**src/rtl/keypad_scan_ctrl_if.sv**
```systemverilog
// Keypad pin and key-event bundle. The scan controller drives the master side;
// the keypad pins and the number-entry consumer are on the slave side.
interface keypad_scan_ctrl_if;
  logic [3:0] col_n;
  logic [3:0] row_n;
  logic [3:0] key_code;
  logic       key_valid;
  logic       key_ready;
  logic       key_held;
  logic       overflow;

  modport master (
    input  col_n,
    input  key_ready,
    output row_n,
    output key_code,
    output key_valid,
    output key_held,
    output overflow
  );

  modport slave (
    output col_n,
    output key_ready,
    input  row_n,
    input  key_code,
    input  key_valid,
    input  key_held,
    input  overflow
  );
endinterface

```
**src/rtl/keypad_scan_ctrl.sv**
```systemverilog
// 4x4 keypad scanner: dwell-timed row strobes, full-matrix debounce, chord
// rejection and a small valid/ready queue of single-key press events.
module keypad_scan_ctrl #(
  parameter int DWELL      = 4,
  parameter int DEBOUNCE   = 3,
  parameter int FIFO_DEPTH = 4
) (
  input  logic               clk,
  input  logic               rst,
  keypad_scan_ctrl_if.master kp
);

  localparam int DW = $clog2(DWELL);
  localparam int SW = $clog2(DEBOUNCE + 1);
  localparam int AW = $clog2(FIFO_DEPTH);
  localparam logic [DW-1:0] DWELL_LAST = DW'(DWELL - 1);
  localparam logic [SW-1:0] STABLE_MAX = SW'(DEBOUNCE);
  localparam logic [AW:0]   FULL_CNT   = (AW + 1)'(FIFO_DEPTH);

  logic [DW-1:0] dwell_cnt;
  logic [1:0]    row_idx;
  logic [15:0]   snapshot;
  logic          scan_done;
  logic [15:0]   prev_snap;
  logic [SW-1:0] stable_cnt;
  logic [SW-1:0] stable_next;
  logic [15:0]   deb_state;
  logic          held;
  logic          same_snap;
  logic          deb_update;
  logic          new_event;
  logic [3:0]    snap_code;
  logic          push_req;
  logic [3:0]    push_code;
  logic [3:0]    mem [FIFO_DEPTH];
  logic [AW-1:0] wr_ptr;
  logic [AW-1:0] rd_ptr;
  logic [AW:0]   count;
  logic          overflow_q;
  logic          pop;
  logic          do_push;

  function automatic logic is_onehot(input logic [15:0] v);
    return (v != 16'd0) && ((v & (v - 16'd1)) == 16'd0);
  endfunction

  always_ff @(posedge clk) begin
    if (rst) begin
      dwell_cnt <= '0;
      row_idx   <= 2'd0;
      snapshot  <= '0;
      scan_done <= 1'b0;
    end else begin
      scan_done <= 1'b0;
      if (dwell_cnt == DWELL_LAST) begin
        dwell_cnt                      <= '0;
        snapshot[{row_idx, 2'b00} +: 4] <= ~kp.col_n;
        row_idx                        <= row_idx + 2'd1;
        scan_done                      <= (row_idx == 2'd3);
      end else begin
        dwell_cnt <= dwell_cnt + DW'(1);
      end
    end
  end

  assign kp.row_n = ~(4'b0001 << row_idx);

  // A differing snapshot also counts as an update when a single scan suffices.
  always_comb begin
    same_snap   = (snapshot == prev_snap);
    stable_next = SW'(1);
    if (same_snap) begin
      stable_next = (stable_cnt == STABLE_MAX) ? stable_cnt : stable_cnt + SW'(1);
    end
    deb_update = scan_done && (stable_next == STABLE_MAX) &&
                 ((stable_cnt != STABLE_MAX) || !same_snap);
    new_event  = deb_update && is_onehot(snapshot) &&
                 ((deb_state == 16'd0) || is_onehot(deb_state)) &&
                 (snapshot != deb_state);
    snap_code  = 4'd0;
    for (int i = 0; i < 16; i++) begin
      if (snapshot[i]) snap_code = 4'(i);
    end
  end

  always_ff @(posedge clk) begin
    if (rst) begin
      prev_snap  <= '0;
      stable_cnt <= '0;
      deb_state  <= '0;
      held       <= 1'b0;
      push_req   <= 1'b0;
      push_code  <= 4'd0;
    end else begin
      push_req  <= new_event;
      push_code <= snap_code;
      if (scan_done) begin
        stable_cnt <= stable_next;
        prev_snap  <= snapshot;
      end
      if (deb_update) begin
        deb_state <= snapshot;
        held      <= is_onehot(snapshot);
      end
    end
  end

  // A pop frees the slot a simultaneous push into a full queue needs.
  assign pop     = (count != '0) && kp.key_ready;
  assign do_push = push_req && ((count != FULL_CNT) || pop);

  always_ff @(posedge clk) begin
    if (do_push) mem[wr_ptr] <= push_code;
  end

  always_ff @(posedge clk) begin
    if (rst) begin
      wr_ptr     <= '0;
      rd_ptr     <= '0;
      count      <= '0;
      overflow_q <= 1'b0;
    end else begin
      if (do_push) wr_ptr <= wr_ptr + AW'(1);
      if (pop)     rd_ptr <= rd_ptr + AW'(1);
      if (push_req && !do_push) overflow_q <= 1'b1;
      case ({do_push, pop})
        2'b10:   count <= count + (AW + 1)'(1);
        2'b01:   count <= count - (AW + 1)'(1);
        default: count <= count;
      endcase
    end
  end

  assign kp.key_valid = (count != '0);
  assign kp.key_code  = kp.key_valid ? mem[rd_ptr] : 4'd0;
  assign kp.key_held  = held;
  assign kp.overflow  = overflow_q;

endmodule

```
**src/flat_wrapper.sv**
```systemverilog
// flat-port wrapper written by rule: the top's interface ports become plain ports
module keypad_scan_ctrl_flat 
#(
  parameter int DWELL      = 4,
  parameter int DEBOUNCE   = 3,
  parameter int FIFO_DEPTH = 4
)
  (clk, rst, kp_col_n, kp_key_ready, kp_row_n, kp_key_code, kp_key_valid, kp_key_held, kp_overflow);
  keypad_scan_ctrl_if kp_i ();
  input  logic clk;
  input  logic rst;
  input wire logic [$bits(kp_i.col_n)-1:0] kp_col_n;
  input wire logic [$bits(kp_i.key_ready)-1:0] kp_key_ready;
  output wire logic [$bits(kp_i.row_n)-1:0] kp_row_n;
  output wire logic [$bits(kp_i.key_code)-1:0] kp_key_code;
  output wire logic [$bits(kp_i.key_valid)-1:0] kp_key_valid;
  output wire logic [$bits(kp_i.key_held)-1:0] kp_key_held;
  output wire logic [$bits(kp_i.overflow)-1:0] kp_overflow;
  assign kp_i.col_n = kp_col_n;
  assign kp_i.key_ready = kp_key_ready;
  assign kp_row_n = kp_i.row_n;
  assign kp_key_code = kp_i.key_code;
  assign kp_key_valid = kp_i.key_valid;
  assign kp_key_held = kp_i.key_held;
  assign kp_overflow = kp_i.overflow;
  keypad_scan_ctrl #(.DWELL(DWELL), .DEBOUNCE(DEBOUNCE), .FIFO_DEPTH(FIFO_DEPTH)) u_core (.clk(clk), .rst(rst), .kp(kp_i));
endmodule
```
**config.mk**
```make
export PLATFORM = sky130hd
export DESIGN_NAME = keypad_scan_ctrl_flat
export DESIGN_NICKNAME = d
export VERILOG_FILES = /design/src/rtl/keypad_scan_ctrl_if.sv /design/src/rtl/keypad_scan_ctrl.sv /design/src/flat_wrapper.sv
export SDC_FILE = /design/constraint.sdc
export NUM_CORES = 1
export LEC_CHECK = 0
export CAP_MARGIN = 20
export CORE_MARGIN = 8
export CORE_UTILIZATION = 57
export CTS_BUF_LIST = sky130_fd_sc_hd__clkbuf_8
export DETAILED_ROUTE_END_ITERATION = 10
export PLACE_DENSITY_LB_ADDON = 0.25
export SLEW_MARGIN = 15
export SYNTH_ARGS = -nofsm -noshare
export SYNTH_HDL_FRONTEND = slang
export SYNTH_SLANG_ARGS = --single-unit
```
**constraint.sdc**
```tcl
create_clock -name clk -period 2.1 [get_ports clk]
set_input_delay 0.42 -clock clk [delete_from_list [all_inputs] [get_ports clk]]
set_output_delay 0.42 -clock clk [all_outputs]
set_load 0.01 [all_outputs]
```
==> flow_summary.toml <==
[yosys]
ys_ff_latch = 87
avgSynthCellArea_um2 = 9.64
ys_seq_area_frac = 0.449
yosysUniqueCellTypes = 50
synth_nets = 459
synth_top_family_by_area = "simple AND/OR/NAND/NOR gates"
synth_top_area_frac = 0.336
synth_xor_area_frac = 0.0786
synthSimpleGateAreaFrac = 0.179
synth_compound_area_frac = 0.0898
synth.largest_area_cell = "dfxtp_1"
synthTopCellsByArea = "dfxtp_1, edfxtp_1, mux2i_1"
synth-edff-count = 16
async_flop_share = 0
synth_ff_type = "dfxtp_1"
synth_fa_ha_area_frac = 0.0449
synth.cell_area_um2 = 4230
synthMuxAreaShare = 0.0993
netlist_instances = 439
synth-warning-count = 0

[timing]
finalHoldViolCount = 0
finalMaxSlewViolations = 0
min_period_ns = 2.14
post-route-period-util = 1.02
slew-limit-headroom = 0.722
setup_tns_ns = -0.0388
setup_viol = 1
rsz0062_at_grt = "yes"
finalWorstSetupSlack_ns = -0.0388
fin_skew_ns = 0.00985
fmax_mhz = 468
worstMarginPinSlew_ns = 0.417

[hold_path]
hold_start = "u_core.dwell_cnt[0]$_SDFF_PP0_"
hold_class = "flip-flop to flip-flop"
whs_path_depth = 1
holdPathEnd = "u_core.dwell_cnt[0]$_SDFF_PP0_"

[pwr]
peakVddDrop_mv = 0.366
design_power_total_w = 0.00306
powerDensity_nw_per_um2 = 606
leakagePower_nw = 2.00

[critical_path]
crit_chain = "or4_4 -> nor4_4 -> nand3b_1 -> o32ai_1 -> nand4_1 -> and4bb_1"
regToRegSetupSlack_ns = -0.04
cp-start-kind = "flip-flop"
r2r_start = "u_core.deb_state[0]$_SDFFE_PP0P_"
endpoint_kind = "flip-flop"
cp.required_ns = 2.40
path_class = "flip-flop to flip-flop"
slowest_delay_ns = 0.56
r2r_cells = 6
crit_fanout = 3
crit_slowest_cell = "or4_4"
cp_data_arrival_time_ns = 2.44
reg2reg_to = "u_core.push_req$_SDFF_PP0_"

[global_routing]
gr-total-overflow = 0
track_usage = 0.186
grt_pass1_wl_um = 15100
grt_pass1_vias = 3190
antenna_found_initial = 0
grt_start_max_net_pins = 42

[floorplan]
ioPinCount = 18
die_h_um = 102
dieArea_um2 = 10400
initial_core_util = 0.587
num_rows = 31
die_w_um = 102
core_area_um2 = 7210

[routing]
drtIter0Drc = 201
num_vias = 3242
drc_errors = 0
ant_nets = 0
first_pass_iters = 4
routedWlPerCell_um = 15.4
vias_per_cell = 5.47
wirelength_um = 9160

[cts]
cts_tree = "yes"
cts-htree-levels = 3
clkTransAtPathRegs_ns = 0.09
clock_path_buffers = 2
numCtsBuffers = 9
insertion_delay_ns = 0.35
cts.sinks = 87
cts_root_buf = "clkbuf_8"
cts_hold_buf = 0

[job]
cap_violations = 0

[placed_design]
hpwlAfterDp_um = 6500
port_buffers = 17
pre_cts_slack_ns = -0.448
gp_congestion = 0.858
placedCellCount = 569

[cells_and_area]
areaGrowthSynthToFinish_pct = 19.5
final_layout_size_suffix_gt1_frac = 0.202
final_cell_count_no_fill = 593
nNetsFinal = 509
n_antenna_cell = 0

[run_status]
status = "finished with violations"
violations = "setup timing"
-- where the power goes --
| group | switching, W | leakage (nW) | internal, W |
|---|---|---|---|
| clock network | 0.000621 | 0.106 | 0.000567 |
| logic | 0.0000928 | 1.17 | 0.0000735 |
| registers | 0.00000738 | 0.724 | 0.00170 |
| total | 0.000721 | 2.00 | 0.00234 |
-- worst max-delay path: cells and delay by family (launching register included) --
kind | cells | cell delay [ns]
compound gates | 1 | 0.34
flops | 1 | 0.32
simple gates | 5 | 1.43
-- through the flow --
step	util	hold slack [ns]	cell area, um^2
4_1_cts	0.688	0.429	4960
2_1_floorplan	-	0.398	4240
6_report	0.701	0.427	5060
3_3_place_gp	0.650	0.408	4690
3_5_place_dp	0.650	0.414	4690
5_1_grt	0.701	0.453	5060
-- flip-flops by register name, indices dropped and copies added (netlist names), named ones only --
| name | cells |
|---|---|
| u_core.kp.key_held | 1 |
| u_core.rd_ptr | 2 |
| u_core.row_idx | 2 |
| u_core.count | 3 |
| u_core.push_req | 1 |
| u_core.dwell_cnt | 2 |
| u_core.push_code | 4 |
| u_core.kp.overflow | 1 |
| u_core.scan_done | 1 |
| u_core.stable_cnt | 2 |
| u_core.snapshot | 16 |
| u_core.wr_ptr | 2 |
| u_core.prev_snap | 16 |
| u_core.deb_state | 16 |
| u_core.mem | 16 |
-- cells in the final DEF (no fill, tap or decap), drive strengths merged, types with 6 or more instances in the layout --
| cell type | Yosys | layout |
|---|---|---|
| xor2 | 19 | 19 |
| nor4 | 8 | 8 |
| nor3 | 11 | 11 |
| xnor2 | 19 | 19 |
| or4 | 8 | 8 |
| edfxtp | 16 | 16 |
| inv | 16 | 20 |
| nor2 | 88 | 88 |
| buf | 13 | 51 |
| o21ai | 7 | 7 |
| nand2 | 10 | 10 |
| and2 | 9 | 9 |
| mux2i | 33 | 33 |
| dfxtp | 71 | 71 |
| a21oi | 32 | 32 |
| ha | 12 | 12 |
| clkbuf | 17 | 15 |
| clkdlybuf4s50 | 0 | 6 |
| nand4 | 6 | 6 |
-- cells by family (layout without fill, tap and decap cells) --
| group | Yosys count | in the layout |
|---|---|---|
| AOI/OAI and AO/OA | 59 | 59 |
| xor gates and xnor gates | 38 | 38 |
| adders and majority gates | 15 | 15 |
| buffers and inverters | 46 | 101 |
| DFF | 87 | 87 |
| muxes | 37 | 37 |
| and+or+nand+nor | 157 | 157 |
-- worst max-delay path by stage --
stage / startpoint / endpoint / cells after the start
after floorplan: kp_key_ready / u_core.count[2]$_SDFFE_PP0P_ / 10
after global placement: kp_key_ready / u_core.count[2]$_SDFFE_PP0P_ / 10
after detailed placement: kp_key_ready / u_core.count[2]$_SDFFE_PP0P_ / 10
after CTS: u_core.snapshot[0]$_SDFFE_PP0P_ / u_core.push_req$_SDFF_PP0_ / 6
after global routing: u_core.deb_state[0]$_SDFFE_PP0P_ / u_core.push_req$_SDFF_PP0_ / 6
final: u_core.deb_state[0]$_SDFFE_PP0P_ / u_core.push_req$_SDFF_PP0_ / 6
-- final cells by class --
class	instances	area (um^2)
repair buffers	69	603
multi-input cells	306	2160
inverters	16	60.1
flip-flops and latches	87	1910
fillers	555	2160
clock buffers	9	124
clock inverters	7	77.6
well taps	99	124
-- synthesized netlist by cell type (all sizes together), types with 6 or more instances --
cell	instances
inv	16
xnor2	19
nand2	10
mux2i	33
and2	9
nor4	8
ha	12
clkbuf	17
nor3	11
nor2	88
dfxtp	71
buf	13
edfxtp	16
or4	8
a21oi	32
xor2	19
nand4	6
o21ai	7
-- metal layers --
metal | vias to the layer above | track usage | wire [um] | share of wire
li1 | 1607 | - | - | -
met2 | 75 | 0.311 | 4550 | 0.50
met5 | - | 0 | 0 | 0
met3 | 19 | 0.0327 | 337 | 0.037
met1 | 1541 | 0.224 | 4020 | 0.44
met4 | 0 | 0.0937 | 244 | 0.027
-- timing repair --
item                                    CTS  global route
gates resized for setup                  23            15
setup buffers                             5             2
pin swaps                                 6             2
endpoints found under the setup margin   24            43
hold endpoints to repair                  0             0
gates cloned                              0             2
(Power assumes the default switching activity.)
==> RTL edit 1 (config.mk and constraints unchanged) <==
`DEBOUNCE` is set to 3 in 2 places; all go to 5.
--- a/src/rtl/keypad_scan_ctrl.sv
+++ b/src/rtl/keypad_scan_ctrl.sv
@@ -4,3 +4,3 @@
   parameter int DWELL      = 4,
-  parameter int DEBOUNCE   = 3,
+  parameter int DEBOUNCE   = 5,
   parameter int FIFO_DEPTH = 4
--- a/src/flat_wrapper.sv
+++ b/src/flat_wrapper.sv
@@ -4,3 +4,3 @@
   parameter int DWELL      = 4,
-  parameter int DEBOUNCE   = 3,
+  parameter int DEBOUNCE   = 5,
   parameter int FIFO_DEPTH = 4
Function: same outputs for any inputs over 10 cycles, from zero or initial values and one cycle with rst high; that may be too few to reach the edited logic, so the function may still have changed.
==> RTL edit 1 against the original RTL <==
Wire length decreased by 6.9%. Cell area decreased by 2.2%. Clock power about the same. Synthesized area increased by 3.0%. Highest routed layer unchanged. First-iteration DRC count decreased by 26%. Total power increased by 0.68%. Worst setup slack improved by 0.094 ns. Sequential cell count increased by 1.
==> RTL edit 1: results (changes against the original RTL) <==
[worst_hold_path]
hp-start = u_core.dwell_cnt[0]
min_path_cells = 1  ; unchanged
hold_class = flop to flop
min_to = u_core.dwell_cnt[0]

[global_routing]
grt_overflow = 0  ; unchanged
grt_pass1_vias = 3137  ; -1.7%
grt_max_degree = 72  ; +71%
antenna_found_initial = 0  ; unchanged
grt_first_pass_wirelength_um = 14600  ; -3.1%
track_usage_pct = 17.5  ; -1.1 points

[cts]
clk_latency_ns = 0.35  ; about the same
postCtsSetupRepairBufs = 0  ; -5
cts-buffers-inserted = 9  ; unchanged
cts_root_buf = clkbuf_8
cts.clk_slew.worst_paths_ns = 0.09  ; about the same
clk_path_buf_depth = 2  ; unchanged
cts.htree.levels = 3  ; unchanged

[worst_setup_path]
crit_fanout = 4  ; +1
r2r_slack_ns = 0.06  ; +0.09 ns
crit_slowest_cell = dfxtp_2
r2r-end = u_core.count[2]
cp_slowest_stage_delay_ns = 0.36  ; -0.20 ns
r2r-start = u_core.count[0]
path_class = flop to flop
r2r_cells = 9  ; +3

[synth]
netlist_top_cells_count = nor2_1 (87), dfxtp_1 (72), mux2i_1 (34)
syn_nets = 467  ; +1.7%
synth_edf_count = 16  ; unchanged
synthTopCellsByArea = dfxtp_1 (33%), edfxtp_1 (11%), mux2i_1 (7.8%), nor2_1 (7.5%), ha_1 (4.0%)
yosysWarningCount = 0  ; unchanged
ys_seq_area_share_pct = 44.0  ; -0.87 points
synthFlopType = dfxtp_1
synthArstFlopShare_pct = 0  ; unchanged
synth.distinct_cells = 55  ; +10%

[finish]
diodes = 0  ; unchanged
drive_gt1_share_pct = 18.6  ; -1.7 points
fill_cells = 636  ; +15%
nNetsFinal = 496  ; -2.6%

[placement]
gp_congestion = 0.848  ; -1.2%
detailed_place_hpwl_um = 6220  ; -4.3%
port_buffers = 17  ; unchanged
place_ws_ns = -0.413  ; +0.0350 ns

[sta]
relSlewSlack_pct = 62.0  ; -10 points
finClkSkew_ns = 0.00893  ; -0.000917 ns

[outcome]
status = completed

[power]
ir_drop_uv = 515  ; +41%
p_leak_nw = 2.04  ; +1.6%

[route]
first_pass_iters = 4  ; unchanged
wl_um = 8530  ; -6.9%
drtIter0Drc = 149  ; -26%
avgViaCountPerCell = 5.37  ; -1.8%

RTL edit 1: worst max path at each step:
stage / end / slack (ns) / cells after the start
CTS: u_core.kp.key_held / 0.0009 / 7
global placement: u_core.count[2] / -0.34 / 10
finish: u_core.count[2] / 0.06 / 9
detailed placement: u_core.count[2] / -0.41 / 10
floorplan: u_core.count[2] / 0.03 / 10
global route: u_core.count[2] / -0.06 / 9
RTL edit 1: metrics by stage:
stage / area [um2] / power [mW] / hold slack, ns / std cells
6_report: 4950 / 3.08 / 0.434 / 581
5_1_grt: 4950 / 3.20 / 0.461 / 581
4_1_cts: 4910 / 3.10 / 0.435 / 581
3_5_place_dp: 4700 / 1.93 / 0.422 / 565
3_3_place_gp: 4700 / 1.93 / 0.415 / 565
2_1_floorplan: 4380 / 1.87 / 0.404 / 445
RTL edit 1: final cells by class:
class	count	area (um2)	share of cell area, %
clock buffers	11	151	3.06
clock inverters	5	55.1	1.11
inverters	18	67.6	1.37
multi-input cells	309	2190	44.2
flip-flops and latches	88	1950	39.3
well taps	102	128	2.58
repair buffers	48	413	8.34
RTL edit 1: logic make-up (layout without fill, tap and decap cells):
group                      Yosys count  in the layout  share of synthesized area, %
AOI/OAI and AO/OA                   56             56                          7.80
and+or+nand+nor                    157            157                          17.8
xor gates and xnor gates            38             38                          7.63
DFF                                 88             88                          44.0
adders and majority gates           19             19                          5.42
muxes                               39             39                          10.1
buffers and inverters               48             82                          7.14
RTL edit 1: worst max-delay path: cells and delay by family, from the launching register on:
kind,cells,cell delay (ns)
simple gates,3,0.71
flops,1,0.36
fa+ha+maj,2,0.51
xor+xnor,1,0.15
compound gates,1,0.13
buf+inv,2,0.12
RTL edit 1: where the power goes:
group	internal [mW]	switching, mW
clock network	0.610	0.583
registers	1.72	0.0108
logic	0.0718	0.0879
RTL edit 1: routing by layer:
metal	global-route usage, %	part of all wire, %
met1	20.7	46
met2	30.7	49
met3	2.74	2.8
met4	7.12	1.6
met5	0	0
RTL edit 1: timing repair:
action                                  in CTS  in global routing
endpoints found under the setup margin       7                 22
pin swaps                                    0                  4
hold buffers                                 0                  0
resized for setup                           14                 24
==> RTL edit 2 (config.mk and constraints unchanged) <==
Made on the original files. `push_code` no longer has a reset.
--- a/src/rtl/keypad_scan_ctrl.sv
+++ b/src/rtl/keypad_scan_ctrl.sv
@@ -92,6 +92,4 @@
       push_req   <= 1'b0;
-      push_code  <= 4'd0;
     end else begin
       push_req  <= new_event;
-      push_code <= snap_code;
       if (scan_done) begin
@@ -105,2 +103,6 @@
     end
+  end
+
+  always_ff @(posedge clk) begin
+    push_code <= snap_code;
   end
Function: same outputs for any inputs over 10 cycles, from zero or initial values and one cycle with rst high; that may be too few to reach the edited logic, so the function may still have changed.
==> RTL edit 2 against the original RTL <==
Wire length shrank 6.7%. Cell area fell by 3.9%. First-iteration DRC count fell by 5.5%. Global-route usage fell by 1.1 points. Critical path type unchanged. Sequential cell count stayed put. Sequential share of layout area rose by 1.4 points. Core utilization decreased by 2.3 points. Clock skew is essentially flat. Sequential power increased by 2%. Total power is 2.8% higher. Critical path depth increased by 2. Synthesized area is 1.5% lower. Final cell count down 4.0%. Worst setup slack better by 0.13 ns.
==> RTL edit 2: results (changes against the original RTL) <==
[global_routing]
use_met2_pct = 29.4  ; -1.7 points
use_met1_pct = 21.5  ; -0.92 points
grt_pass1_vias = 2989  ; -6.3%
track_usage_pct = 17.5  ; -1.1 points
global_route.usage.met3_pct = 3.99  ; +0.72 points
grt_max_degree = 66  ; +57%
grt_first_pass_wirelength_um = 14200  ; -6.0%

[finish]
fill_cells = 576  ; +3.8%
nNetsFinal = 484  ; -4.9%
drive_gt1_share_pct = 17.9  ; -2.4 points

[synth]
muxShareOfSynthArea_pct = 10.6  ; +0.63 points
synthXorXnorAreaFrac_pct = 7.98  ; +0.12 points
ys_seq_area_share_pct = 45.6  ; +0.69 points
synth_compound_area_share_pct = 8.01  ; -0.97 points
netlist_top_cells_count = nor2_1 (83), dfxtp_1 (71), mux2i_1 (35)

[worst_setup_path]
crit_slowest_cell = nor4_4
r2r_cells = 8  ; +2
cp_data_arrival_time_ns = 2.30  ; -0.14 ns
cp_slowest_stage_delay_ns = 0.37  ; -0.19 ns
r2r_slack_ns = 0.09  ; +0.13 ns
r2r-start = u_core.snapshot[0]
cp_top_family = compound AO/OA/AOI/OAI gates
r2r-end = u_core.kp.key_held

[sta]
tightest_slew_ns = 0.668  ; +0.251 ns
holdWs_ns = 0.440  ; +0.0129 ns
finClkSkew_ns = 0.00940  ; -0.000453 ns

[route]
wl_met2_um = 4230  ; -7.1%
wl_per_cell_um = 15.0  ; -2.8%
top_layer = met4
first_pass_iters = 5  ; +1
drtIter0Drc = 190  ; -5.5%
vias = 3057  ; -5.7%
wl_met1_um = 3890  ; -3.3%

[power]
seqPwrFrac_pct = 55.6  ; -0.2 points
p_int_mw = 2.32  ; -0.79%
ir_drop_uv = 402  ; +9.8%
pg_comb_uw = 325  ; +96%
p_leak_nw = 2.04  ; +1.7%

[cts]
postCtsSetupRepairBufs = 1  ; -4

[placement]
gp_congestion = 0.887  ; +3.4%
port_buffers = 17  ; unchanged
detailed_place_hpwl_um = 6100  ; -6.1%
place_area_mm2 = 0.00459  ; -2.0%

[outcome]
status = completed

RTL edit 2: changes by cell type after synthesis, moves of 3 or more:
cell and change:
xnor2_1 -15, buf_2 +12, nand2_1 +6, buf_6 -3, nor3_1 -4, nor2_1 -5, nor4_1 +3, or4_1 -5
a21o_1 -3, a21oi_1 -5, xor2_1 +15
RTL edit 2: how the worst max path moves through the flow:
stage	start	endpoint	cells after the start
5_1_grt	u_core.snapshot[0]	u_core.kp.key_held	8
6_report	u_core.snapshot[0]	u_core.kp.key_held	8
3_5_place_dp	kp_key_ready	u_core.count[0]	8
4_1_cts	u_core.count[0]	kp_key_valid	2
2_1_floorplan	u_core.count[0]	u_core.count[2]	9
3_3_place_gp	kp_key_ready	u_core.count[2]	8
RTL edit 2: worst register-to-register path: cells and delay by family, from the launching register on:
kind                   cells  cell delay (ns)
AOI/OAI and AO/OA          3             0.67
and+or+nand+nor            2             0.51
DFF                        1             0.34
buffers and inverters      2             0.31
muxes                      1             0.11
RTL edit 2: through the flow:
step	total power, mW	utilization (%)	setup TNS (ns)	std cells	setup WS, ns
after floorplan	1.97	-	0	427	0.143
after global placement	2.11	64.0	-0.0311	552	-0.0311
after detailed placement	2.11	64.0	-0.932	552	-0.124
after CTS	3.18	67.0	0	569	0.0000968
after global routing	3.28	67.8	-0.0479	569	-0.0385
final	3.15	67.8	0	569	0.0918
RTL edit 2: final cells by class:
type | instances | area, um2 | area share [%]
multi-input combinational | 294 | 2120 | 43.5
sequential | 87 | 1910 | 39.3
timing repair buffer | 57 | 477 | 9.80
clock buffer | 9 | 124 | 2.55
tap | 99 | 124 | 2.55
inverter | 16 | 60.1 | 1.23
clock inverter | 7 | 53.8 | 1.11
